==> config.mk <==
export PLATFORM = sky130hd
export DESIGN_NAME = conv_z_streamer
export DESIGN_NICKNAME = d
export VERILOG_FILES = /design/src/rtl/conv_z_streamer.sv
export SDC_FILE = /design/constraint.sdc
export NUM_CORES = 1
export LEC_CHECK = 0
export ABC_AREA = 1
export BUFFER_PORTS_ARGS = -buffer_cell sky130_fd_sc_hd__buf_2
export CAP_MARGIN = 30
export CORE_MARGIN = 4
export CORE_UTILIZATION = 53
export CTS_BUF_LIST = sky130_fd_sc_hd__clkbuf_8
export DETAILED_ROUTE_END_ITERATION = 10
export PLACE_DENSITY = 0.81
export SLEW_MARGIN = 20
export SYNTH_ARGS = -nofsm -noshare
export SYNTH_HDL_FRONTEND = slang
export SYNTH_SLANG_ARGS = --single-unit
==> constraint.sdc <==
create_clock -name clk -period 2.7 [get_ports clk]
set_input_delay 0.27 -clock clk [delete_from_list [all_inputs] [get_ports clk]]
set_output_delay 0.27 -clock clk [all_outputs]
set_load 0.02 [all_outputs]
==> src/rtl/conv_z_streamer.sv <==
// conv_z_streamer: reads the Z result RAM word by word and streams it out
// over a valid/ready interface, low half first, then high half.
// Build option: define CONV_ZSTREAM_SAT_EN to emit one beat per word, each
// beat being the signed 2*DATA_WIDTH word saturated to signed DATA_WIDTH.
//
// state   | meaning
// --------+---------------------------------------------------------------
// IDLE    | waiting for start; sizes latched on an accepted start
// READ    | present word index k on memZ_addr, arm the RAM latency timer
// WAIT    | wait out the RAM read latency, then capture dataZ into hold
// SEND_LO | offer the low half (or the saturated word) to the sink
// SEND_HI | offer the high half; on transfer advance to the next word
// FINISH  | one-cycle done pulse, busy already low
module conv_z_streamer #(
   parameter int DATA_WIDTH = 32,
   parameter int ADDR_WIDTH = 5
) (
   input  logic                      clk,
   input  logic                      rstn,
   input  logic                      start,
   input  logic [DATA_WIDTH-1:0]     config_in,
   output logic [ADDR_WIDTH:0]       memZ_addr,
   input  logic [2*DATA_WIDTH-1:0]   dataZ,
   output logic [DATA_WIDTH-1:0]     out_data,
   output logic                      out_valid,
   input  logic                      out_ready,
   output logic                      out_last,
   output logic                      busy,
   output logic                      done
);

   localparam int ZW = ADDR_WIDTH + 1;

   typedef enum logic [2:0] {
      IDLE    = 3'd0,
      READ    = 3'd1,
      WAIT    = 3'd2,
      SEND_LO = 3'd3,
      SEND_HI = 3'd4,
      FINISH  = 3'd5
   } state_t;

   state_t                  state;
   state_t                  state_next;
   logic [ZW-1:0]           k;
   logic [ZW-1:0]           size_z;
   logic [ZW-1:0]           size_z_calc;
   logic [ZW:0]             k_inc;
   logic [2*DATA_WIDTH-1:0] hold;
   logic                    wait_cnt;
   logic [4:0]              size_x;
   logic [4:0]              size_y;
   logic                    size_zero;
   logic                    last_word;
   logic                    word_done;
   logic                    unused_cfg;

   assign size_x      = config_in[4:0];
   assign size_y      = config_in[9:5];
   assign unused_cfg  = ^config_in[DATA_WIDTH-1:10];
   assign size_zero   = (size_x == 5'd0) || (size_y == 5'd0);
   assign size_z_calc = ZW'(size_x) + ZW'(size_y) - ZW'(1);
   // k_inc is one bit wider so the compare against size_z never wraps
   assign k_inc       = {1'b0, k} + (ZW+1)'(1);
   assign last_word   = !(k_inc < {1'b0, size_z});

`ifdef CONV_ZSTREAM_SAT_EN
   // Clamp a signed double-width word into signed DATA_WIDTH range.
   function automatic logic [DATA_WIDTH-1:0] sat(input logic [2*DATA_WIDTH-1:0] v);
      logic [DATA_WIDTH:0] top;
      top = v[2*DATA_WIDTH-1:DATA_WIDTH-1];
      if ((top == {(DATA_WIDTH+1){1'b0}}) || (top == {(DATA_WIDTH+1){1'b1}}))
         return v[DATA_WIDTH-1:0];
      else if (v[2*DATA_WIDTH-1])
         return {1'b1, {(DATA_WIDTH-1){1'b0}}};
      else
         return {1'b0, {(DATA_WIDTH-1){1'b1}}};
   endfunction
`endif

   // State register.
   always_ff @(posedge clk) begin
      if (!rstn)
         state <= IDLE;
      else
         state <= state_next;
   end

   // Next-state and output decode; outputs depend only on state and hold,
   // so they stay frozen while the sink stalls.
   always_comb begin
      state_next = state;
      out_valid  = 1'b0;
      out_data   = '0;
      out_last   = 1'b0;
      busy       = 1'b0;
      done       = 1'b0;
      word_done  = 1'b0;
      case (state)
         IDLE: begin
            if (start)
               state_next = size_zero ? FINISH : READ;
         end
         READ: begin
            busy       = 1'b1;
            state_next = WAIT;
         end
         WAIT: begin
            busy = 1'b1;
            if (!wait_cnt)
               state_next = SEND_LO;
         end
         SEND_LO: begin
            busy      = 1'b1;
            out_valid = 1'b1;
`ifdef CONV_ZSTREAM_SAT_EN
            out_data  = sat(hold);
            out_last  = last_word;
            if (out_ready) begin
               word_done  = 1'b1;
               state_next = last_word ? FINISH : READ;
            end
`else
            out_data  = hold[DATA_WIDTH-1:0];
            if (out_ready)
               state_next = SEND_HI;
`endif
         end
         SEND_HI: begin
            busy      = 1'b1;
            out_valid = 1'b1;
            out_data  = hold[2*DATA_WIDTH-1:DATA_WIDTH];
            out_last  = last_word;
            if (out_ready) begin
               word_done  = 1'b1;
               state_next = last_word ? FINISH : READ;
            end
         end
         FINISH: begin
            done       = 1'b1;
            state_next = IDLE;
         end
         default: state_next = IDLE;
      endcase
   end

   // Datapath: size latch, word index, RAM address, latency timer, hold.
   always_ff @(posedge clk) begin
      if (!rstn) begin
         k         <= '0;
         size_z    <= '0;
         memZ_addr <= '0;
         hold      <= '0;
         wait_cnt  <= 1'b0;
      end else begin
         case (state)
            IDLE: begin
               if (start) begin
                  size_z <= size_zero ? '0 : size_z_calc;
                  k      <= '0;
               end
            end
            READ: begin
               memZ_addr <= k;
               wait_cnt  <= 1'b1;
            end
            WAIT: begin
               if (wait_cnt)
                  wait_cnt <= 1'b0;
               else
                  hold <= dataZ;
            end
            default: ;
         endcase
         if (word_done)
            k <= k_inc[ZW-1:0];
      end
   end

endmodule

-- Yosys cells after proc, flatten, opt, wreduce, memory -nomap -nowiden
Cells that the tools add are included.
- register bits: 86
- bits in latches: 0
- RAM bits: 0
- ROM bits: 0
- bits of input ports: 100
- output and inout port bits: 42
- memories kept: 0
- add/subtract/negate cells: 3
- multiply operators: 0
- div/mod/pow operators: 0
- magnitude comparators: 1
- equality and inequality tests: 9
- shift-type cells: 0
- multiplexer cells: 19
- bitwise logic cells: 1
- reduce and logical (&&, ||, !) cells: 14
- operators with widths (operator ; number):
    32-bit case mux with 2 select lines ; 1
    6-bit 2-to-1 mux ; 4
    3-bit 2-to-1 mux ; 6
    3-bit case mux with 5 select lines ; 1
    5-bit logical NOT ; 2
    2-bit != test, second input constant ; 4
    6-bit by 1-bit adder with 7-bit output, second input constant ; 1
    7-bit by 6-bit < comparator with 1-bit output ; 1
    5-bit by 5-bit adder with 6-bit output ; 1
    3-bit by 2-bit equality test with 1-bit output, second input constant ; 2
    3-bit equality test, second input constant ; 2
    1-bit 2-to-1 mux ; 6
    2-bit AND reduction ; 3
    2-bit nonzero test ; 3
    6-bit by 1-bit subtractor with 6-bit output, second input constant ; 1
    4-bit AND reduction ; 1
    4-bit OR reduction ; 1
    3-bit by 1-bit equality test with 1-bit output, second input constant ; 1
    3-bit logical NOT ; 1
    1-bit case mux with 2 select lines ; 1
    2-bit OR reduction ; 1
    1-bit logical NOT ; 1
    1-bit logical OR ; 1
    1-bit NOT ; 1

-- Logic depth before layout (Yosys ltp)
- word-level depth: 5
- gate-level depth with buffers: 13
- mapped depth without buffers: 13

-- Worst setup path after synthesis
OpenSTA, ideal clock, no wires.
- kind: register -> output
- start: register k[0]
- end: output port out_last
- arrival: 1.528 ns
- path slack: 0.902 ns
- stages on the path, launching flop included: 10
- buffers on the path: 0
- path through: dfxtp_1 > ha_1 > nand3_1 > xnor2_1 > ha_1 > and3_1 > nand2_1 > nand2_1 > nand2_1 > inv_1
- cells in the longest elaborated chain, start to end: 4
- RTL lines (what ; line ; RTL):
    from (decl) ; 45 ; logic [ZW-1:0] k;
    from (signal assigned) ; 176 ; k <= k_inc[ZW-1:0];
    6-bit by 1-bit adder with 7-bit output ; 64 ; assign k_inc = {1'b0, k} + (ZW+1)'(1);
    7-bit by 6-bit < comparator with 1-bit output ; 65 ; assign last_word = !(k_inc < {1'b0, size_z});
    1-bit logical NOT ; 65 ;
    1-bit 2-to-1 mux ; 99 ; case (state)
    to (decl) ; 27 ; output logic out_last,
No other way between the ends.

-- Final worst setup path
- start: register k[1]
- end: output port out_last
Same word-level chain as after synthesis.

==> run metrics <==
crit-path max cell delay=0.38 ns; WL/cell=13.1 µm; Initial Utilization=54.9%; vias in the first global route=3,596; Critical Path, Cell by Cell=ha_1 -> nand3_1 -> xnor2_1 -> ha_1 -> nand3_1 -> nand3_1 -> nor2_1 -> nand2_1 -> nand2_1 -> inv_1 -> buf_2; Final Critical Period=2.45 ns; Post-CTS Setup Inserts=0; dpl ws=0.605 ns; area delta synth->final=19.5%; kind of critical path=flop to output port; DIE WIDTH=94.9 µm; row count=31; Final Worst Setup Slack=0.254 ns; CTS Sinks=86; R2R Path Start=k[1]; Syn Inst Count=520; via-per-instance ratio=5.16; dominant synthesized flop cell=dfxtp_1; crit path capture type=output port; CP Max Fanout=4; # hold bufs at CTS=0; Post-Syn Area per Cell=7.70 µm²; Antenna Nets Post-Route=0; switching share of power=31.6%; worst reg2reg setup slack=0.77 ns; hold path startpoint=dataZ[19]; H-tree depth=3; post-route insts no fill=728; f_max=0.409 GHz; CTS clk-pin slew, worst paths=0.08 ns; final setup fails=0; post-synth top area share=43.0%; DRC=0; largest net degree at the start of global routing=65; Tightest Hold Check Type=input port to flop; setup TNS=0 ns; hold path depth=3; most numerous cell in the Yosys netlist=nor2_1; PwrDens=667 nW/µm²; measured slew at the worst slew-check pin=0.690 ns; EDFF count, synth=0; Buf/Inv on CP=2; DIE HEIGHT=94.9 µm; dpl hpwl=6800 µm; sw power=1.01 mW; Startpoint Class=flop; WP data required=2.43 ns; Pint=2.18 mW; post-synthesis sequential area ratio=43.0%; slowest CP cell=dfxtp_1; RD Place Congestion=0.831; sequential fraction of design power=49.6%; share of cells above drive strength 1=24.8%; top post-synthesis cells by area=dfxtp_1 43%, nor2_1 13%, o21ai_0 7.7%, a22o_1 7.0%, ha_1 4.7%; Hold Violations, Final=0; first-pass iteration count of the detailed router=5; most used cell, CP=nand3_1; syn nets=636; placeable core region=7290 µm²; Post-Route WL=9510 µm; CTS tree=done; Synth Register Bits=86; clock skew=0.00863 ns; I/O Pins=142; max_cap viols=0; RR Endpoint=state[2]; Tcrit/Tclk final=90.6%; Final Core Density=65.6%; cells on worst reg2reg path=12; number of distinct library cells after synthesis=29; Max VDD drop=0.305 mV; Total GRT Usage=21.2%; nets@finish=742; Warnings, synthesis=0; post-route cell area=4780 µm²; Slew HR=54.0%; global-route wire length before repair=15,300 µm; Clock Latency Late Sink=0.35 ns; total CTS buffers=9; Gate power share=23.3%; clock share of power=27.1%; Synth Cell Area=4010 µm²; Critical Path AT=2.18 ns; Pleak=2.41 nW; Longest Clk Path Bufs=2; vias=3,758; initial drt markers=150; Port-buffer cells=119; Synth top cells by count=135 x nor2_1, 86 x dfxtp_1, 62 x o21ai_0; diodes inserted=0; grt ovf=0; Top Family by Delay on Critical Path=simple AND/OR/NAND/NOR gates; antenna violations before repair=0; Worst Hold Endpoint=hold[19]; clock root cell=clkbuf_8; Placed Area=4600 µm²; RSZ-0062 raised after global routing=no; biggest area consumer among synthesized cells=dfxtp_1; outcome=finished clean; DP Cell Count=714; post-CTS sizing=0; die outline area=9010 µm²; async set-reset flop share out of synthesis=0%; final max-slew violation count=0
[area by class of cell]
class / count / area, µm²
Clock inverter: 4 / 48.8
Clock buffer: 10 / 138
Multi-Input combinational cell: 360 / 1910
Sequential cell: 86 / 1720
Inverter: 45 / 174
Tap cell: 99 / 124
Timing Repair Buffer: 124 / 671
Fill cell: 666 / 2510
[stage by stage]
stage,hold slack [ns],power [mW]
4_1_cts,0.128,3.22
6_report,0.139,3.19
2_1_floorplan,0.405,2.17
5_1_grt,0.130,3.40
3_5_place_dp,0.438,2.35
3_3_place_gp,0.430,2.32
[worst max-delay path by stage]
| stage | start | to | cells past startpoint |
|---|---|---|---|
| 2_1_floorplan | k[0] | out_last | 9 |
| 3_3_place_gp | k[0] | out_last | 10 |
| 3_5_place_dp | k[0] | out_last | 11 |
| 4_1_cts | k[0] | out_last | 11 |
| 5_1_grt | k[1] | out_last | 12 |
| 6_report | k[1] | out_last | 11 |
[per-layer routing]
layer	part of all wire (%)	wire, µm	GRT usage [%]	vias up
met3	7.0	669	5.58	8
met2	49	4630	36.6	122
met4	0.97	92	7.33	0
met1	43	4120	25.3	1720
met5	0	0	0	-
li1	-	-	-	1908
[logic make-up after synthesis]
logic type	Yosys count	synth area share, %
and+or+nand+nor	205	21.3
adders and majority gates	16	5.19
AOI/OAI and AO/OA	133	19.8
buffers and inverters	74	9.43
xor gates and xnor gates	6	1.31
DFF	86	43.0
[state kept, by name, summed over array words and instances (netlist names)]
signal	flops
state	3
memZ_addr	6
wait_cnt	1
size_z	6
k	6
hold	64
[worst reg2reg max path: stages (launching register included)]
cell	delay [ns]
dfxtp_1	0.38
ha_1	0.21
nand3_1	0.14
xnor2_1	0.24
ha_1	0.28
nand3_1	0.08
nand3_1	0.07
nor2_1	0.10
nand2_1	0.05
nand2_1	0.09
nand2_1	0.06
nand2_1	0.05
a21oi_1	0.05
[layout by cell type, fill, tap and decap left out, types with 4 or more instances in the layout]
cell type	n
a21oi_1	27
a22o_1	32
buf_2	119
clkbuf_8	10
dfxtp_1	84
ha_1	15
inv_1	40
inv_2	4
nand2_1	44
nand3_1	13
nor2_1	135
nor2_4	4
o21ai_0	62
o21ai_1	10
[power by group through the flow]
stage	sequential, mW	clock [mW]	combinational, mW
detailed placement	1.61	0	0.741
global placement	1.60	0	0.720
global route	1.61	0.944	0.848
floorplan	1.61	0	0.562
finish	1.58	0.867	0.744
CTS	1.58	0.888	0.747
Note: power is estimated with default switching activity, not from simulation.
